==> src/rtl/div_unit_pkg.sv <==
// rtl/div_unit_pkg.sv - shared op encodings, state codes and constants for the divider unit
package div_unit_pkg;

    // ALU operation encodings shared with the decoder and scheduler.
    localparam logic [3:0] ALU_ADD  = 4'd0;
    localparam logic [3:0] ALU_SUB  = 4'd1;
    localparam logic [3:0] ALU_AND  = 4'd2;
    localparam logic [3:0] ALU_OR   = 4'd3;
    localparam logic [3:0] ALU_XOR  = 4'd4;
    localparam logic [3:0] ALU_SLL  = 4'd5;
    localparam logic [3:0] ALU_SRL  = 4'd6;
    localparam logic [3:0] ALU_SRA  = 4'd7;
    localparam logic [3:0] ALU_SLT  = 4'd8;
    localparam logic [3:0] ALU_SLTU = 4'd9;
    localparam logic [3:0] ALU_MUL  = 4'd10;
    localparam logic [3:0] ALU_DIV  = 4'd11;
    localparam logic [3:0] ALU_REMU = 4'd12;

    // Divider FSM state codes.
    typedef logic [1:0] div_state_t;
    localparam div_state_t ST_IDLE = 2'd0;
    localparam div_state_t ST_BUSY = 2'd1;
    localparam div_state_t ST_FIX  = 2'd2;
    localparam div_state_t ST_DONE = 2'd3;

    // One restoring iteration per quotient bit.
    localparam int DIV_ITERS = 32;
    localparam int DIV_CNT_W = $clog2(DIV_ITERS);

endpackage

==> src/rtl/div_step.sv <==
// rtl/div_step.sv - one combinational radix-2 restoring division iteration
//
// Ports:
//   rem      in  W   partial remainder before the shift (always < divisor)
//   dvd_msb  in  1   dividend bit shifted into the remainder this step
//   divisor  in  W   divisor
//   rem_next out W   partial remainder after the conditional subtract
//   q_bit    out 1   quotient bit produced by this step
module div_step #(
    parameter int W = 32
) (
    input  logic [W-1:0] rem,
    input  logic         dvd_msb,
    input  logic [W-1:0] divisor,
    output logic [W-1:0] rem_next,
    output logic         q_bit
);

    // The shifted remainder needs one extra bit: 2*rem+1 can exceed W bits
    // for large unsigned divisors.
    logic [W:0] shifted;
    logic [W:0] diff;

    always_comb begin
        shifted = {rem, dvd_msb};
        diff    = shifted - {1'b0, divisor};
        // Because rem < divisor on entry, diff[W] is set exactly when the
        // subtraction borrows, i.e. when shifted < divisor.
        q_bit    = ~diff[W];
        rem_next = q_bit ? diff[W-1:0] : shifted[W-1:0];
    end

endmodule

==> src/rtl/div_unit.sv <==
// rtl/div_unit.sv - iterative restoring divider (DIV signed quotient, REMU unsigned remainder)
//
// Optional feature macro: DIV_ZERO_FASTPATH_EN (divide-by-zero skips the iterations).
//
// Ports:
//   clk, reset        clock, asynchronous active-high reset
//   valid_in          scheduler issues an op this cycle
//   ALU_op            operation code (only ALU_DIV / ALU_REMU accepted)
//   rs1, rs2          dividend, divisor
//   ROB_entry         destination ROB tag
//   flush             squash any in-flight op
//   cdb_grant         CDB arbiter takes the presented result
//   ready             unit idle and able to accept
//   result_valid      result presented to the CDB arbiter
//   result            quotient (DIV) or remainder (REMU)
//   result_ROB_entry  tag of the presented result
module div_unit
    import div_unit_pkg::*;
#(
    parameter int XLEN  = 32,
    parameter int ROB_W = 4
) (
    input  logic             clk,
    input  logic             reset,
    input  logic             valid_in,
    input  logic [3:0]       ALU_op,
    input  logic [XLEN-1:0]  rs1,
    input  logic [XLEN-1:0]  rs2,
    input  logic [ROB_W-1:0] ROB_entry,
    input  logic             flush,
    input  logic             cdb_grant,
    output logic             ready,
    output logic             result_valid,
    output logic [XLEN-1:0]  result,
    output logic [ROB_W-1:0] result_ROB_entry
);

    localparam logic [DIV_CNT_W-1:0] CNT_LOAD = DIV_CNT_W'(DIV_ITERS - 1);

    div_state_t             state;
    logic [DIV_CNT_W-1:0]   count;
    logic [XLEN-1:0]        rem;
    logic [XLEN-1:0]        dvd;      // dividend shifts out of the top, quotient shifts in at the bottom
    logic [XLEN-1:0]        dvs;
    logic [ROB_W-1:0]       tag_q;
    logic                   is_div;
    logic                   neg_q;
    logic                   div_zero;

    logic                   accept;
    logic                   op_is_div;
    logic [XLEN-1:0]        rs1_mag;
    logic [XLEN-1:0]        rs2_mag;
    logic [XLEN-1:0]        step_rem;
    logic                   step_q;

    always_comb begin
        op_is_div = (ALU_op == ALU_DIV);
        accept    = valid_in && (op_is_div || (ALU_op == ALU_REMU));
        rs1_mag   = rs1[XLEN-1] ? -rs1 : rs1;
        rs2_mag   = rs2[XLEN-1] ? -rs2 : rs2;
    end

    div_step #(.W(XLEN)) u_step (
        .rem      (rem),
        .dvd_msb  (dvd[XLEN-1]),
        .divisor  (dvs),
        .rem_next (step_rem),
        .q_bit    (step_q)
    );

    always_ff @(posedge clk or posedge reset) begin
        if (reset) begin
            state            <= ST_IDLE;
            count            <= '0;
            rem              <= '0;
            dvd              <= '0;
            dvs              <= '0;
            tag_q            <= '0;
            is_div           <= 1'b0;
            neg_q            <= 1'b0;
            div_zero         <= 1'b0;
            result           <= '0;
            result_ROB_entry <= '0;
        end else if (flush) begin
            state <= ST_IDLE;
        end else begin
            case (state)
                ST_IDLE: begin
                    if (accept) begin
                        tag_q    <= ROB_entry;
                        is_div   <= op_is_div;
                        dvd      <= op_is_div ? rs1_mag : rs1;
                        dvs      <= op_is_div ? rs2_mag : rs2;
                        neg_q    <= op_is_div && (rs1[XLEN-1] ^ rs2[XLEN-1]);
                        div_zero <= (rs2 == '0);
                        rem      <= '0;
                        count    <= CNT_LOAD;
                        state    <= ST_BUSY;
`ifdef DIV_ZERO_FASTPATH_EN
                        // Dividing by zero leaves the dividend as remainder,
                        // so preload it and skip the iterations.
                        if (rs2 == '0) begin
                            rem   <= rs1;
                            state <= ST_FIX;
                        end
`endif
                    end
                end
                ST_BUSY: begin
                    rem <= step_rem;
                    dvd <= {dvd[XLEN-2:0], step_q};
                    if (count == '0) begin
                        state <= ST_FIX;
                    end else begin
                        count <= count - 1'b1;
                    end
                end
                ST_FIX: begin
                    // INT_MIN / -1 needs no special case: the magnitude
                    // quotient 0x80000000 negates to itself.
                    if (!is_div) begin
                        result <= rem;
                    end else if (div_zero) begin
                        result <= '1;
                    end else begin
                        result <= neg_q ? -dvd : dvd;
                    end
                    result_ROB_entry <= tag_q;
                    state            <= ST_DONE;
                end
                default: begin
                    if (cdb_grant) begin
                        state <= ST_IDLE;
                    end
                end
            endcase
        end
    end

    assign ready        = (state == ST_IDLE);
    assign result_valid = (state == ST_DONE);

endmodule

==> config.mk <==
export PLATFORM = sky130hd
export DESIGN_NAME = div_unit
export DESIGN_NICKNAME = d
export VERILOG_FILES = /design/src/rtl/div_unit_pkg.sv /design/src/rtl/div_step.sv /design/src/rtl/div_unit.sv
export SDC_FILE = /design/constraint.sdc
export NUM_CORES = 1
export LEC_CHECK = 0
export BUFFER_PORTS_ARGS = -buffer_cell sky130_fd_sc_hd__buf_2
export CAP_MARGIN = 40
export CORE_UTILIZATION = 55
export DETAILED_ROUTE_END_ITERATION = 6
export GPL_TIMING_DRIVEN = 0
export PLACE_DENSITY = 0.88
export SLEW_MARGIN = 20
export SYNTH_ARGS = -nofsm -noshare
export SYNTH_HDL_FRONTEND = slang
export SYNTH_SLANG_ARGS = --single-unit
==> constraint.sdc <==
create_clock -name clk -period 5.4 [get_ports clk]
set_input_delay 0.27 -clock clk [delete_from_list [all_inputs] [get_ports clk]]
set_output_delay 0.27 -clock clk [all_outputs]
set_load 0.005 [all_outputs]
# Yosys cells after proc, flatten, opt, wreduce, memory -nomap -nowiden
# Cells that the tools add are included.
# classes
add_sub_neg	5
n_eq_ne	9
n_mux	20
n_bitwise	3
n_reduce_logical	13
# ops
op	n
32-bit 2-to-1 mux	10
32-bit one-hot mux with 2 select lines	2
32-bit negation	3
33-bit by 32-bit subtractor with 33-bit output	1
32-bit logical NOT	1
5-bit 2-to-1 mux	2
5-bit one-hot mux with 2 select lines	1
3-bit AND reduction	3
4-bit equality test (second input constant)	2
2-bit 2-to-1 mux	4
2-bit one-hot mux with 3 select lines	1
5-bit logical NOT	1
5-bit nonzero test	1
5-bit by 1-bit subtractor with 5-bit output (second input constant)	1
2-bit equality test (second input constant)	2
4-bit AND reduction	1
3-bit by 2-bit != test with 1-bit output (second input constant)	1
3-bit != test (second input constant)	1
2-bit by 1-bit equality test with 1-bit output (second input constant)	1
1-bit logical AND	2
2-bit logical NOT	1
2-bit by 1-bit != test with 1-bit output (second input constant)	1
2-bit != test (second input constant)	1
1-bit inverter	2
other kinds (4)	4
# totals
reg_bits	146
input_bits	77
out_inout_bits	38
wordCells	61

# Depth between registers and ports, before layout
# logic_depth
ltp_word	6
depth_mapped	14
ltp_nobuf	13

# Modules after synthesis
# A second synthesis with hierarchy kept.
# hier_totals
cells_unflattened	1285
hier_area_um2	10811.6
# modules_own_cells
module	instances	cells_each	area_each_um2	seq_area_each_um2
div_unit	1	976	8494.4	3653.5
div_step	1	309	2317.2	0.0

# Least setup slack after synthesis
# OpenSTA, ideal clock, no wires.
# synth_timing
kind	flip-flop to flip-flop
startpoint	register dvd[31]
endpoint	register rem[25]
setup_ns	0.134
arrival_ns	3.037
t_required_ns	5.266
path_slack_ns	2.229
stages_incl_launch_ff	15
path_buffers	1
synth_period_minus_slack_ns	3.171
cell_sequence	dfrtp_1 > inv_1 > ha_1 > inv_1 > fa_1 > a211oi_1 > o21ai_1 > o2111ai_1 > o2111ai_1 > a21oi_1 > o41ai_4 > xor2_2 > buf_6 > mux2i_1 > o21ai_0
# synth_between
elab_chain_cells	3
# synth_rtl
element	line_no	source
start, declared	div_unit.sv:43	logic [XLEN-1:0] dvd;
start signal, assigned	div_unit.sv:93	dvd <= op_is_div ? rs1_mag : rs1;
start signal, assigned	div_unit.sv:112	dvd <= {dvd[XLEN-2:0], step_q};
33-bit by 32-bit subtractor with 33-bit output	div_step.sv:26	diff = shifted - {1'b0, divisor};
32-bit 2-to-1 mux	div_step.sv:30	rem_next = q_bit ? diff[W-1:0] : shifted[W-1:0];
32-bit one-hot mux with 2 select lines	div_unit.sv:88	case (state)
end signal, assigned	div_unit.sv:111	rem <= step_rem;
end, declared	div_unit.sv:42	logic [XLEN-1:0] rem;
# No other way between the ends.
# A chain may end at the register's enable or synchronous reset.

# Worst setup path after layout
# layout_timing
startpoint	register dvd[31]
endpoint	register rem[21]
# The elaborated chain is that of the path after synthesis.

==> flow_summary.json <==
{
  "startpoint_type": "flip-flop",
  "dr.pass1.iters": 5,
  "finalMaxSlewViolations": 0,
  "first_global_vias": 9171,
  "tightest_slew_ns": 0.775,
  "nets": 1471,
  "reg2reg_from": "dvd[31]",
  "ir_drop_uv": 302,
  "fmaxAchievable_ghz": 0.247,
  "initial_core_util": 0.563,
  "synth_seq_cells": 146,
  "yosys.area_share.xor_xnor": 0.104,
  "final_layout_size_suffix_gt1_frac": 0.128,
  "critPathKind": "flip-flop to flip-flop",
  "drt_iter0_drc": 968,
  "grt_util_met3": 0.0607,
  "portBuffers": 114,
  "cts_tree": "built",
  "antenna_left": 0,
  "drc": 0,
  "synthArstFlopShare": 1.00,
  "cp_max_fo": 10,
  "yosysSeqAreaShare": 0.360,
  "grt_overflow_total": 0,
  "mostFrequentLayoutCell": "nand2_1",
  "worstPathArrival_ns": 4.33,
  "ys.flop_type": "dfrtp_1",
  "cellPowerDensity_nw_per_um2": 412,
  "syn_area_per_cell_sq_um": 8.34,
  "synth_simple_gate_area_frac": 0.179,
  "grt_max_degree": 89,
  "preCtsSetupSlack_ns": 1.47,
  "hold_buffers": 1,
  "synth_warnings": 0,
  "maxCapViolations": 0,
  "die_h_um": 138,
  "areaGrowthSynthToFinish_pct": 15.9,
  "cts.clk_slew.worst_paths_ns": 0.06,
  "worstHoldStart": "ROB_entry[2]",
  "fin_cells": 1594,
  "slowest_delay_ns": 0.48,
  "ctsResizeCount": 0,
  "netlist_area_sq_um": 10100,
  "synthAdderAreaFrac": 0.0525,
  "status": "finished, final reports clean",
  "antenna_found_initial": 0,
  "rsz0062_at_grt": "no",
  "reg2reg_to": "rem[21]",
  "p_leak_nw": 5.12,
  "post-route-period-util": 0.748,
  "synth_nets": 1336,
  "fin_worst_skew_ns": 0.00651,
  "met1_usage": 0.417,
  "cts-root-buf": "clkbuf_16",
  "worst_slew_margin_rel": 0.476,
  "wl_mm": 28.2,
  "reg2reg_depth": 14,
  "synth_cell_types": 64,
  "cts_buffer_depth": 2,
  "synth_mux_area_frac": 0.0391,
  "cts_buffers": 17,
  "synth-edff-count": 0,
  "layout_common_cells": "193 x nand2_1, 148 x o21ai_0, 146 x dfrtp_1, 116 x buf_2, 65 x a21oi_1",
  "cp_data_required_time_ns": 5.69,
  "grt_use_total": 0.314,
  "die_area_sq_um": 19000,
  "h-tree-depth": 4,
  "use_met2": 0.505,
  "synthCells": 1217,
  "hpwl_mm": 21.3,
  "placed_cells": 1561,
  "num_vias": 9783,
  "antennaDiodeCount": 0,
  "ioPinCount": 115,
  "finalSetupViolations": 0,
  "cp_slowest_cell": "xor2_2",
  "hold_viol_final": 0,
  "post_cts_buffers": 0,
  "synth-compound-area-share": 0.218,
  "fin_setup_tns_ns": 0,
  "cp-end-kind": "flip-flop",
  "worst-path-buf-inv": 3,
  "die_x_um": 138,
  "final_util": 0.652,
  "ff2ff_setup_slack_ns": 1.36,
  "timing.final.ws_setup_ns": 1.36,
  "coreArea_sq_um": 18000,
  "min_to": "tag_q[2]",
  "hold_path_class": "primary input to flip-flop",
  "busiest_layer": "met2",
  "cp_top_family": "compound AO/OA/AOI/OAI gates",
  "wire_per_inst_um": 17.7,
  "viasPerCell": 6.14,
  "clock_latency_ns": 0.43,
  "grt_pass1_wl_mm": 45.8,
  "hold_depth": 3,
  "cts.sinks": 146,
  "crit_chain": "inv_1 > ha_1 > inv_1 > fa_1 > a211oi_1 > o21ai_1 > o2111ai_1 > o2111ai_1 > a21oi_1 > o41ai_4 > xor2_2 > buf_6 > mux2i_1 > o21ai_0",
  "min_period_ns": 4.04,
  "synth_top_family_by_area": "compound AO/OA/AOI/OAI gates",
  "place.gp.congestion": 0.939,
  "rows": 49
}
[worst register-to-register path, stage by stage (launching register included)]
cell and delay (ns):
dfrtp_1 0.39, inv_1 0.12, ha_1 0.18, inv_1 0.05
fa_1 0.42, a211oi_1 0.26, o21ai_1 0.21, o2111ai_1 0.46
o2111ai_1 0.17, a21oi_1 0.46, o41ai_4 0.12, xor2_2 0.48
buf_6 0.26, mux2i_1 0.22, o21ai_0 0.10
[sequential cells by signal, indices dropped and copies added, names as in the netlist]
| register | cells |
|---|---|
| state | 2 |
| dvs | 32 |
| is_div | 1 |
| tag_q | 4 |
| count | 5 |
| dvd | 32 |
| result | 32 |
| neg_q | 1 |
| div_zero | 1 |
| result_ROB_entry | 4 |
| rem | 32 |
[cell type report]
type / count / area, sq um
Fill cell: 1480 / 6270
Multi-Input combinational cell: 949 / 6010
Sequential cell: 146 / 3650
Timing Repair Buffer: 116 / 608
Clock buffer: 19 / 453
Tap cell: 229 / 287
Buffer: 66 / 273
Clock inverter: 13 / 254
Inverter: 56 / 218
[metal layers]
| metal | vias up | routed length [um] |
|---|---|---|
| li1 | 4580 | - |
| met1 | 4622 | 11800 |
| met2 | 517 | 13000 |
| met3 | 64 | 2630 |
| met4 | 0 | 758 |
| met5 | - | 0 |
[power by group]
group / switching (W) / internal, W / leakage [nW] / total, W
Sequential: 0.000303 / 0.00137 / 1.92 / 0.00167
Clock: 0.000470 / 0.000939 / 0.344 / 0.00141
Combinational: 0.00105 / 0.000723 / 2.85 / 0.00177
[stage by stage]
stage	cell area [sq um]	total power, W	hold slack (ns)
final	11800	0.00485	0.0265
after global placement	11000	0.00332	0.457
after floorplan	10100	0.00288	0.336
after CTS	11800	0.00481	0.0173
after detailed placement	11000	0.00339	0.323
after global routing	11800	0.00513	0.0229
[kinds of logic (layout without fill, tap and decap cells)]
family / Yosys count / count (layout)
simple gates: 386 / 386
compound gates: 362 / 362
flops: 146 / 146
buf+inv: 122 / 270
xor+xnor: 120 / 120
fa+ha+maj: 42 / 42
mux: 39 / 39
[Yosys cell counts, types with 4 or more instances]
library cell	number	share of area
or3_1	10	0.0062
buf_1	7	0.0026
mux2i_1	34	0.034
nor3b_1	13	0.0096
o21ai_0	148	0.073
nand4_1	4	0.0025
nand2_1	193	0.071
and3_1	6	0.0037
dfrtp_1	146	0.36
a21oi_1	65	0.032
or2_2	4	0.0025
mux2_2	5	0.0055
xor2_1	56	0.048
a21o_1	14	0.010
o31ai_1	24	0.018
nand2b_1	16	0.0099
inv_1	56	0.021
nor4_1	11	0.0068
o21ai_1	8	0.0039
nor3_1	15	0.0074
and2_1	6	0.0037
nor2_1	60	0.022
a221oi_1	4	0.0035
o211ai_1	15	0.011
o22ai_1	27	0.017
ha_1	41	0.051
clkbuf_1	54	0.020
o41ai_1	9	0.0078
xnor2_1	63	0.054
nand3_1	23	0.011
a211oi_1	11	0.0081
a31oi_1	7	0.0043
o21a_1	4	0.0030
or4_1	8	0.0059
[worst max path at each step]
stage / from / end / slack [ns] / cells past startpoint
global route: dvd[31] / rem[31] / 1.13 / 14
floorplan: reset / count[0] / 1.21 / 1
detailed placement: dvd[31] / rem[23] / 1.47 / 14
CTS: dvd[31] / rem[27] / 1.47 / 14
finish: dvd[31] / rem[21] / 1.36 / 14
global placement: reset / dvs[15] / -0.30 / 2
Power figures use the tool's default switching activity.
